==> src/rtl/logic_op_pkg.sv <==
// rtl/logic_op_pkg.sv - shared opcode and output-store state enumerations for logic_op_pipe
package logic_op_pkg;

   localparam int OP_W = 3;

   typedef enum logic [OP_W-1:0] {
      OP_AND  = 3'd0,
      OP_OR   = 3'd1,
      OP_XOR  = 3'd2,
      OP_NAND = 3'd3,
      OP_NOR  = 3'd4,
      OP_XNOR = 3'd5,
      OP_NOT  = 3'd6,
      OP_PASS = 3'd7
   } op_e;

   typedef enum logic [1:0] {
      ST_EMPTY = 2'd0,
      ST_ONE   = 2'd1,
      ST_FULL  = 2'd2
   } state_e;

endpackage

==> src/rtl/logic_op_core.sv <==
// rtl/logic_op_core.sv - combinational bitwise operator across NUM_IN operand lanes
module logic_op_core
   import logic_op_pkg::*;
#(
   parameter int WIDTH  = 8,
   parameter int NUM_IN = 2
) (
   input  logic [NUM_IN*WIDTH-1:0] data,
   input  op_e                     op,
   output logic [WIDTH-1:0]        result
);

   logic [WIDTH-1:0] lane0;
   logic [WIDTH-1:0] and_r;
   logic [WIDTH-1:0] or_r;
   logic [WIDTH-1:0] xor_r;

   // fold every lane into AND / OR / XOR reductions; inverted forms derive from these
   always_comb begin
      lane0 = data[WIDTH-1:0];
      and_r = lane0;
      or_r  = lane0;
      xor_r = lane0;
      for (int k = 1; k < NUM_IN; k++) begin
         and_r = and_r & data[k*WIDTH +: WIDTH];
         or_r  = or_r  | data[k*WIDTH +: WIDTH];
         xor_r = xor_r ^ data[k*WIDTH +: WIDTH];
      end
   end

   // pick the reduction (or lane-0 unary) the opcode asks for
   always_comb begin
      result = lane0;
      case (op)
         OP_AND:  result = and_r;
         OP_OR:   result = or_r;
         OP_XOR:  result = xor_r;
         OP_NAND: result = ~and_r;
         OP_NOR:  result = ~or_r;
         OP_XNOR: result = ~xor_r;
         OP_NOT:  result = ~lane0;
         OP_PASS: result = lane0;
         default: result = lane0;
      endcase
   end

endmodule

==> src/rtl/logic_op_pipe.sv <==
// rtl/logic_op_pipe.sv - 1-cycle logic operator with 2-entry in-order output store; LOGIC_OP_PIPE_REDUCE_EN adds reduce_out
module logic_op_pipe
   import logic_op_pkg::*;
#(
   parameter int WIDTH  = 8,
   parameter int NUM_IN = 2
) (
   input  logic                     clk,
   input  logic                     rst_n,
   input  logic                     in_valid,
   output logic                     in_ready,
   input  logic [NUM_IN*WIDTH-1:0]  in_data,
   input  logic [2:0]               in_op,
   output logic                     out_valid,
   input  logic                     out_ready,
   output logic [WIDTH-1:0]         out_data,
   output logic [2:0]               out_op,
   output logic [15:0]              op_count
`ifdef LOGIC_OP_PIPE_REDUCE_EN
   ,
   output logic                     reduce_out
`endif
);

   state_e           state_q;
   state_e           state_d;
   logic             run_q;
   logic             accept;
   logic             drain;
   logic             load_head_new;
   logic             load_head_tail;
   logic             load_tail;
   op_e              op_sel;
   logic [WIDTH-1:0] result;
   logic [WIDTH-1:0] head_data;
   logic [2:0]       head_op;
   logic [WIDTH-1:0] tail_data;
   logic [2:0]       tail_op;

   assign op_sel = op_e'(in_op);

   logic_op_core #(
      .WIDTH  (WIDTH),
      .NUM_IN (NUM_IN)
   ) u_core (
      .data   (in_data),
      .op     (op_sel),
      .result (result)
   );

   // handshake flags come straight from registers so in_ready never depends on out_ready
   assign in_ready  = run_q && (state_q != ST_FULL);
   assign out_valid = (state_q != ST_EMPTY);
   assign accept    = in_valid && in_ready;
   assign drain     = out_valid && out_ready;

   // state register; run_q keeps in_ready low until the first edge after reset release
   always_ff @(posedge clk or negedge rst_n) begin
      if (!rst_n) begin
         state_q <= ST_EMPTY;
         run_q   <= 1'b0;
      end else begin
         state_q <= state_d;
         run_q   <= 1'b1;
      end
   end

   // next-state and store-load decisions for the head/tail pair
   always_comb begin
      state_d        = state_q;
      load_head_new  = 1'b0;
      load_head_tail = 1'b0;
      load_tail      = 1'b0;
      case (state_q)
         ST_EMPTY: begin
            if (accept) begin
               state_d       = ST_ONE;
               load_head_new = 1'b1;
            end
         end
         ST_ONE: begin
            if (accept && drain) begin
               load_head_new = 1'b1;
            end else if (accept) begin
               state_d   = ST_FULL;
               load_tail = 1'b1;
            end else if (drain) begin
               state_d = ST_EMPTY;
            end
         end
         ST_FULL: begin
            if (drain) begin
               state_d        = ST_ONE;
               load_head_tail = 1'b1;
            end
         end
         default: state_d = ST_EMPTY;
      endcase
   end

   // head entry is what the consumer sees; it only moves on a load, so it holds under back-pressure
   always_ff @(posedge clk or negedge rst_n) begin
      if (!rst_n) begin
         head_data <= '0;
         head_op   <= '0;
      end else if (load_head_new) begin
         head_data <= result;
         head_op   <= in_op;
      end else if (load_head_tail) begin
         head_data <= tail_data;
         head_op   <= tail_op;
      end
   end

   // tail entry holds the second-oldest result while the head is stalled
   always_ff @(posedge clk or negedge rst_n) begin
      if (!rst_n) begin
         tail_data <= '0;
         tail_op   <= '0;
      end else if (load_tail) begin
         tail_data <= result;
         tail_op   <= in_op;
      end
   end

   // saturating count of accepted transactions
   always_ff @(posedge clk or negedge rst_n) begin
      if (!rst_n) begin
         op_count <= '0;
      end else if (accept && (op_count != 16'hFFFF)) begin
         op_count <= op_count + 16'd1;
      end
   end

   assign out_data = head_data;
   assign out_op   = head_op;

`ifdef LOGIC_OP_PIPE_REDUCE_EN
   assign reduce_out = ^head_data;
`endif

endmodule
==> config.mk <==
export PLATFORM = sky130hd
export DESIGN_NAME = logic_op_pipe
export DESIGN_NICKNAME = d
export VERILOG_FILES = /design/src/rtl/logic_op_pkg.sv /design/src/rtl/logic_op_core.sv /design/src/rtl/logic_op_pipe.sv
export SDC_FILE = /design/constraint.sdc
export NUM_CORES = 1
export LEC_CHECK = 0
export ABC_CLOCK_PERIOD_IN_PS = 2500
export BUFFER_PORTS_ARGS = -buffer_cell sky130_fd_sc_hd__buf_4
export CAP_MARGIN = 0
export CORE_MARGIN = 10
export CORE_UTILIZATION = 41
export DETAILED_ROUTE_END_ITERATION = 16
export PLACE_DENSITY = 0.69
export SYNTH_ARGS = -nofsm -noshare
export SYNTH_HDL_FRONTEND = slang
export SYNTH_SLANG_ARGS = --single-unit
==> constraint.sdc <==
create_clock -name clk -period 2.5 [get_ports clk]
set_input_delay 0 -clock clk [delete_from_list [all_inputs] [get_ports clk]]
set_output_delay 0 -clock clk [all_outputs]
set_load 0.005 [all_outputs]
==> reports/metrics.csv <==
stage;metric;value;unit
cts;cts_resized;0;
logic_synthesis;yosys.area.top_type;dfrtp_1;
setup_path;crit_start;op_count[0];
cells_and_area;fin_nets;374;
setup_path;startpoint_type;register;
cts;cts_buffer_depth;2;
grt;grt_pass1_wl;10.02;mm
setup_path;crit_type;register to register;
detailed_routing;drc;0;
timing;setup_viol;0;
setup_path;crit_family;simple AND/OR/NAND/NOR gates;
timing;post-route-min-period;1.904;ns
min_path;hp-class;primary input to register;
power_and_ir_drop;powerDensity;619.6;nW/um^2
timing;grt_setup_unrepaired;no;
grt;busiest_layer;met2;
status;outcome;finished clean;
setup_path;path_cells;ha_1 -> nand2_1 -> or4b_4 -> and2_4 -> and4_4 -> xor2_1;
cts;cts-buffers-inserted;5;
cells_and_area;area_growth;20.79;%
setup_path;critPathArrivalTime;2.08;ns
cells_and_area;diodes;0;
cts;root_buffer;clkbuf_8;
grt;use_met2;18.77;%
logic_synthesis;yosys_warnings;0;
timing;hold_viol;0;
power_and_ir_drop;p_int;1.332;mW
setup_path;slowest_stage;or4b_4;
detailed_routing;wl;6.038;mm
timing;fin_crit_sh;76.17;%
place;portBuffers;51;
job;max_cap_violations;0;
cells_and_area;drive_gt1_share;21.79;%
power_and_ir_drop;p_sw_share;31.99;%
timing;maxSlewViolCount;0;
die;die_x;99.90;um
grt;antenna_found_initial;0;
power_and_ir_drop;leakage;1.545;nW
place;placedCellCount;402;
die;die_y;99.90;um
detailed_routing;viasPerCell;5.279;
setup_path;rr_worst_depth;6;
grt;grt_max_degree;42;
power_and_ir_drop;switching_power;0.6268;mW
power_and_ir_drop;p_seq_share;48.8;%
min_path;hold_path_depth;3;
logic_synthesis;yosys-top-cells-area;dfrtp_1 (39%), ha_1 (8.1%), nand2_1 (3.9%);
logic_synthesis;synth_cell_types;49;
timing;fin_setup_tns;0;ns
timing;worstMarginPinSlew;0.7719;ns
power_and_ir_drop;pwr-share-comb;30.0;%
grt;grt_use_total;11.92;%
logic_synthesis;ys_ff_latch;41;
cells_and_area;final_cell_mix;buf_4 (53), dfrtp_1 (41), nand2_1 (27);
setup_path;crit_path_end_kind;register;
logic_synthesis;avgSynthCellArea;9.217;um^2
grt;use_met3;3.915;%
timing;maxSlewHeadroom;48.14;%
logic_synthesis;ys.flop_type;dfrtp_1;
place;place_congestion;0.7919;
logic_synthesis;synth_nets;324;
die;rows;29;
die;start_util;41.70;%
setup_path;worstReg2RegStart;op_count[0];
setup_path;cp_max_fo;5;
die;dieArea;9980;um^2
setup_path;r2r_end;op_count[8];
cts;postCtsSetupRepairBufs;0;
cts;cts_sinks;41;
logic_synthesis;syn-cell-area;2618;um^2
setup_path;cp-endpoint;op_count[8];
grt;grt_pass1_vias;2147;
cts;clk_latency;0.29;ns
cells_and_area;final_common_cell;buf_4;
cts;htreeDepth;2;
cells_and_area;instances_no_fill;412;
detailed_routing;drt_pass1_iterations;4;
cts;cts_hold_buf;2;
power_and_ir_drop;clkPwrFrac;21.1;%
setup_path;cp_num_buf_inv;0;
detailed_routing;drtAntennaViolNets;0;
logic_synthesis;synth_top_area_share;39.20;%
timing;max_freq;525.2;MHz
detailed_routing;vias;2175;
cts;clkTransAtPathRegs;0.07;ns
detailed_routing;drt_iter0_drc;91;
min_path;hp-start;in_op[0];
logic_synthesis;synth_cells;284;
logic_synthesis;async_flop_share;100.0;%
grt;use_met1;14.77;%
die;coreArea;6277;um^2
cts;cts_tree;yes;
die;pin_count;52;
setup_path;cp_num_cells;6;
logic_synthesis;ys_seq_area_share;39.20;%
setup_path;reg2reg_setup_slack;0.60;ns
power_and_ir_drop;max-vdd-ir-drop;0.3880;mV
grt;overflow;0;
logic_synthesis;synth_edf_count;0;
timing;skew;0.006633;ns
setup_path;max_stage_delay;0.54;ns
setup_path;cp.required;2.68;ns
detailed_routing;routedWlPerCell;14.66;um
place;hpwl;4.617;mm
## worst min-delay path by stage
stage,slack [ns],to
3_5_place_dp,0.01,op_count[4]
2_1_floorplan,-0.30,op_count[0]
4_1_cts,0.15,out_op[0]
3_3_place_gp,0.009,op_count[5]
6_report,0.17,out_op[0]
5_1_grt,0.21,out_op[0]
## Yosys cell counts, types with 2 or more instances
library cell   n
ha_1          17
o21a_1         3
inv_1         18
nand2_1       27
nand3_1        2
nand2b_1       6
dfrtp_1       41
and3_1         4
or2_2          2
buf_2          6
o32ai_1        3
o21ai_0       17
mux2_2         2
nor3_1         4
nand4_1        5
o22ai_1        5
a22oi_1        5
nor3b_1        2
a32oi_1        2
a31oi_1        2
a21oi_1       14
clkbuf_1       6
a211oi_1       7
nor2_1        20
a221o_1        4
xnor2_1       11
xor2_1         5
nor4bb_1       2
nor2b_1       14
and2_1         2
o211a_1        2
mux2i_1        7
## power by group through the flow
stage               combinational [mW]  clock, mW  sequential, mW
detailed placement               0.599          0           0.968
CTS                              0.600      0.429           0.957
floorplan                        0.319          0           0.946
finish                           0.588      0.414           0.957
global placement                 0.578          0           0.963
global route                     0.669      0.457           0.980
## state kept, by name, indices dropped and copies added (netlist names)
signal / cells
tail_op: 3
out_data: 8
state_q: 2
op_count: 16
out_op: 3
tail_data: 8
run_q: 1
## layer usage
| metal | part of all wire [%] | wire length (um) |
|---|---|---|
| met1 | 48 | 2875 |
| met5 | 0 | 0 |
| met2 | 44 | 2642 |
| met3 | 7.4 | 445 |
| met4 | 1.2 | 74 |
## cell type report
| cell class | count | area [um^2] |
|---|---|---|
| multi-input combinational | 212 | 1468 |
| timing repair buffer | 55 | 417.9 |
| clock inverter | 2 | 10.01 |
| clock buffer | 6 | 72.57 |
| tap | 77 | 96.34 |
| sequential | 41 | 1026 |
| fill | 611 | 3115 |
| inverter | 19 | 71.32 |
## worst reg2reg max path: cells and delay by family (launching register included)
family                     cells  cell delay [ns]
and+or+nand+nor                4             1.02
DFF                            1             0.41
adders and majority gates      1             0.24
xor gates and xnor gates       1             0.13
## kinds of logic after synthesis
family,after synthesis,share of synthesized area [%]
AO/OA/AOI/OAI,70,17.78
XOR/XNOR,16,5.354
adder cells (fa/ha/maj),17,8.126
buffers and inverters,31,4.732
flip-flops,41,39.20
multiplexers,10,4.398
other,1,0.1433
AND/OR/NAND/NOR,98,20.27
## metrics by stage
step	cell area (um^2)	util [%]	setup WS [ns]	hold WS, ns	power [mW]
2_1_floorplan	2618	-	0.7070	-0.2956	1.265
3_3_place_gp	3059	48.73	0.6665	0.008613	1.541
3_5_place_dp	3059	48.73	0.6151	0.01408	1.566
4_1_cts	3162	50.37	0.6015	0.1507	1.987
5_1_grt	3162	50.37	0.4747	0.2070	2.106
6_report	3162	50.37	0.5958	0.1732	1.959
Note: power is estimated with default switching activity, not from simulation.
